$ cat config.mk
export PLATFORM = sky130hd
export DESIGN_NAME = serial_add_ctrl
export DESIGN_NICKNAME = d
export VERILOG_FILES = /design/src/rtl/serial_add_ctrl.sv
export SDC_FILE = /design/constraint.sdc
export NUM_CORES = 1
export LEC_CHECK = 0
export ABC_AREA = 1
export CELL_PAD_IN_SITES_DETAIL_PLACEMENT = 0
export CELL_PAD_IN_SITES_GLOBAL_PLACEMENT = 2
export CORE_AREA = 2 2 76 85
export CTS_BUF_LIST = sky130_fd_sc_hd__clkbuf_4
export DETAILED_ROUTE_END_ITERATION = 12
export DIE_AREA = 0 0 78 87
export PLACE_DENSITY_LB_ADDON = 0.1
export SKIP_LAST_GASP = 1
export SYNTH_ARGS = -nofsm -noshare
export SYNTH_HDL_FRONTEND = slang
export SYNTH_SLANG_ARGS = --single-unit
$ cat constraint.sdc
create_clock -name clk -period 1 [get_ports clk]
set_input_delay 0.1 -clock clk [delete_from_list [all_inputs] [get_ports clk]]
set_output_delay 0.1 -clock clk [all_outputs]
set_load 0.05 [all_outputs]
$ cat src/rtl/serial_add_ctrl.sv
// Bit-serial adder controller: feeds one bit pair per cycle to an external full adder, LSB first.
// Latency: accept at edge N, out_valid high from edge N+WIDTH; one op per WIDTH+2 cycles minimum.
// Backpressure: result/cout held in DONE until out_ready; in_ready low whenever not IDLE.
//
// Ports:
//   clk, rst_n                 clock, async active-low reset
//   in_valid/in_ready          operand handshake (op_a, op_b, cin)
//   fa_a, fa_b, fa_c           bits driven to the external full adder (zero outside SHIFT)
//   fa_sum, fa_carry           full-adder combinational results
//   out_valid/out_ready        result handshake (result, cout)
//   busy                       high in SHIFT or DONE
module serial_add_ctrl #(
  parameter int WIDTH = 8
) (
  input  logic             clk,
  input  logic             rst_n,
  input  logic             in_valid,
  output logic             in_ready,
  input  logic [WIDTH-1:0] op_a,
  input  logic [WIDTH-1:0] op_b,
  input  logic             cin,
  output logic             fa_a,
  output logic             fa_b,
  output logic             fa_c,
  input  logic             fa_sum,
  input  logic             fa_carry,
  output logic             out_valid,
  input  logic             out_ready,
  output logic [WIDTH-1:0] result,
  output logic             cout,
  output logic             busy
);

  // Counter holds 0..WIDTH, so it can never wrap inside one operation.
  localparam int CW = $clog2(WIDTH + 1);
  localparam logic [CW-1:0] LAST_BIT = CW'(WIDTH - 1);

  typedef enum logic [1:0] {
    IDLE  = 2'd0,
    SHIFT = 2'd1,
    DONE  = 2'd2
  } state_t;

  state_t           state_q, state_d;
  logic [WIDTH-1:0] a_q, a_d;
  logic [WIDTH-1:0] b_q, b_d;
  logic [WIDTH-1:0] res_q, res_d;
  logic             carry_q, carry_d;
  logic [CW-1:0]    cnt_q, cnt_d;

  always_ff @(posedge clk or negedge rst_n) begin
    if (!rst_n) begin
      state_q <= IDLE;
      a_q     <= '0;
      b_q     <= '0;
      res_q   <= '0;
      carry_q <= 1'b0;
      cnt_q   <= '0;
    end else begin
      state_q <= state_d;
      a_q     <= a_d;
      b_q     <= b_d;
      res_q   <= res_d;
      carry_q <= carry_d;
      cnt_q   <= cnt_d;
    end
  end

  always_comb begin
    state_d = state_q;
    a_d     = a_q;
    b_d     = b_q;
    res_d   = res_q;
    carry_d = carry_q;
    cnt_d   = cnt_q;

    unique case (state_q)
      IDLE: begin
        if (in_valid) begin
          a_d     = op_a;
          b_d     = op_b;
          carry_d = cin;
          res_d   = '0;
          cnt_d   = '0;
          state_d = SHIFT;
        end
      end
      SHIFT: begin
        // Sum bits enter at the MSB and walk down, so after WIDTH shifts
        // the first (LSB) sum bit has reached bit 0.
        res_d   = {fa_sum, res_q[WIDTH-1:1]};
        carry_d = fa_carry;
        a_d     = a_q >> 1;
        b_d     = b_q >> 1;
        cnt_d   = cnt_q + CW'(1);
        if (cnt_q == LAST_BIT) begin
          state_d = DONE;
        end
      end
      DONE: begin
        if (out_ready) begin
          state_d = IDLE;
        end
      end
      default: begin
        state_d = IDLE;
      end
    endcase
  end

  // All outputs decode registered state only; no input reaches an output combinationally.
  assign in_ready  = (state_q == IDLE);
  assign out_valid = (state_q == DONE);
  assign busy      = (state_q != IDLE);
  assign fa_a      = (state_q == SHIFT) ? a_q[0]  : 1'b0;
  assign fa_b      = (state_q == SHIFT) ? b_q[0]  : 1'b0;
  assign fa_c      = (state_q == SHIFT) ? carry_q : 1'b0;
  assign result    = res_q;
  assign cout      = carry_q;

endmodule

==> flow_summary.json <==
{
  "outcome": "finished with violations",
  "violations": "negative setup slack",
  "synth_warnings": 0,
  "final_max_slew_viol_count": 0,
  "cts-root-buf": "clkbuf_4",
  "cpPeakStageDelay_ps": 480,
  "ioPinCount": 38,
  "grt_overflow": 0,
  "diodes": 0,
  "drv_cap": 0,
  "path_max_fanout": 5,
  "cts.path.max_buffers": 2,
  "cp.arrival_ps": 1330,
  "syn-cell-area_um2": 1550,
  "core_area_um2": 6010,
  "postCtsHoldBufs": 0,
  "dp.cells": 298,
  "postSynthCellCount": 173,
  "worst_hold_path_type": "in2async",
  "gp_congestion": 0.707,
  "port_buffers": 37,
  "synthDistinctLibCells": 21,
  "power_density_nw_per_um2": 3060,
  "worst_slack_ps": -427,
  "path_common_cell": "nor2_4",
  "clock-sinks": 31,
  "yosysTopAreaCellShare": 0.501,
  "multi_input_area_um2": 759,
  "stdcell_count": 331,
  "start_util": 0.258,
  "synth_area_leaders": "dfrtp_1 (50%), nand3_1 (16%), nand2_1 (10%)",
  "ys.flop_type": "dfrtp_1",
  "cp-start-kind": "register",
  "r2r_start": "state_q[1]",
  "rsz0062_at_grt": "yes",
  "dp_slack_ps": -234,
  "tritoncts": "yes",
  "chipHeight_um": 87,
  "hold_viol_final": 0,
  "worst-path-buf-inv": 2,
  "fin_worst_skew_ps": 14.4,
  "vias_per_cell": 4.50,
  "async_flop_share": 1.00,
  "p_leak_nw": 1.24,
  "seq_area_um2": 778,
  "wl_mm": 4.34,
  "rows": 30,
  "grt_max_degree": 32,
  "grtUsageTotal": 0.140,
  "fmax_ghz": 0.701,
  "setup_viol": 46,
  "end_kind": "output pin",
  "crit_path_top_delay_cell": "dfrtp_2",
  "postSynthAreaPerCell_um2": 8.95,
  "die_w_um": 78,
  "peakVddDrop_uv": 1170,
  "post-dp-hpwl_mm": 2.77,
  "nFillCells": 604,
  "vias": 1491,
  "grt_pass1_wl_mm": 7.25,
  "die_area_um2": 6790,
  "routedWlPerCell_um": 13.1,
  "ys_ff_latch": 31,
  "final_common_cell": "nand2_1",
  "crit_chain": "nor2_4, inv_8, nor2_4, buf_12",
  "crit_type": "reg2out",
  "yosysSeqAreaShare": 0.501,
  "clock_latency_ps": 330,
  "syn_nets": 197,
  "final_cell_mix": "nand2_1 (43), nand3_1 (39), buf_4 (32)",
  "drt_iter0_markers": 42,
  "critical-path-top-delay-family": "flip-flops",
  "drcViolationCount": 0,
  "fin_nets": 275,
  "layout-drive-gt1-share": 0.422,
  "firstDrtPassIters": 4,
  "finalCritPeriodShare": 1.43,
  "finalCriticalPeriod_ps": 1430,
  "area_delta_synth_final_pct": 75.8,
  "synth_top_cell_by_area": "dfrtp_1",
  "critPathRequiredTime_ps": 900,
  "cp-startpoint": "state_q[1]",
  "total_power_mw": 8.34,
  "timing.hold.ws_ps": 112,
  "max_slew.worst_pin.slew_ps": 296,
  "synth-edff-count": 0,
  "cts.clk_slew.worst_paths_ps": 110,
  "htreeDepth": 2,
  "antenna_found_initial": 0,
  "first_global_vias": 1534,
  "slew_headroom": 0.802,
  "numCtsBuffers": 5,
  "ant_nets": 0
}
## logic make-up (layout without fill, tap and decap cells)
family | Yosys count | in the layout | synth area share
and+or+nand+nor | 116 | 116 | 0.384
DFF | 31 | 31 | 0.501
buffers and inverters | 21 | 99 | 0.0849
AOI/OAI and AO/OA | 3 | 3 | 0.0162
adders and majority gates | 1 | 1 | 0.00808
xor gates and xnor gates | 1 | 1 | 0.00566
## cell type report
type / instances / area share
clock inverter: 2 / 0.00322
tap: 80 / 0.0368
sequential: 31 / 0.286
timing repair buffer: 82 / 0.363
multi-input combinational: 121 / 0.279
inverter: 10 / 0.0179
clock buffer: 5 / 0.0138
## synthesized netlist by cell type (4+ instances only)
master and number:
nand3_1 50, inv_1 8, nand3_2 13, nor2_1 6, buf_4 5, buf_6 4
dfrtp_1 31, nand2_1 43
## power by group
part | internal, mW | leakage (nW) | switching [mW]
sequential | 1.76 | 0.398 | 0.413
combinational | 2.79 | 0.818 | 2.68
clock | 0.249 | 0.0285 | 0.453
total | 4.79 | 1.24 | 3.55
## stage by stage
| stage | setup TNS (ps) | cell area [um2] | utilization |
|---|---|---|---|
| final | -13550 | 2720 | 0.453 |
| after detailed placement | -5430 | 2360 | 0.392 |
| after floorplan | -3760 | 1630 | - |
| after CTS | -14140 | 2640 | 0.440 |
| after global placement | -5100 | 2360 | 0.392 |
| after global routing | -15960 | 2720 | 0.453 |
## repair_timing
item | 4_1_cts | 5_1_grt
setup endpoints to repair | 46 | 46
pin swaps | 3 | 2
buffers inserted | 20 | 5
resized for setup | 16 | 7
cloned | 1 | 0
## metal layers
layer  vias up  GRT usage  routed length, um
li1        729          -                  -
met1       728      0.159               1820
met2        30      0.248               2280
met3         4     0.0425                181
met4         0     0.0494                 55
met5         -          0                  0
## worst reg2reg max path, cell delays in order (launching register included)
cell,delay [ps]
dfrtp_2,480
nor2_4,200
inv_8,70
buf_4,150
buf_4,130
buf_12,130
nand3_1,60
nand3_1,80
## flip-flops by register name (all words and copies together) (netlist names)
register and count:
a_q 8, b_q 8, cnt_q 4, cout 1
result 8, state_q 2
## path summary, 6_finish.rpt
| path | end | slack, ps | cells after the start |
|---|---|---|---|
| max | fa_c | -430 | 4 |
| max in group asynchronous | a_q[0] | 690 | 2 |
| min in group clk | result[7] | 320 | 3 |
| min | cnt_q[2] | 110 | 2 |
| max reg2reg | a_q[4] | -420 | 7 |
| min reg2reg | a_q[6] | 510 | 2 |
Note: power is estimated with default switching activity, not from simulation.
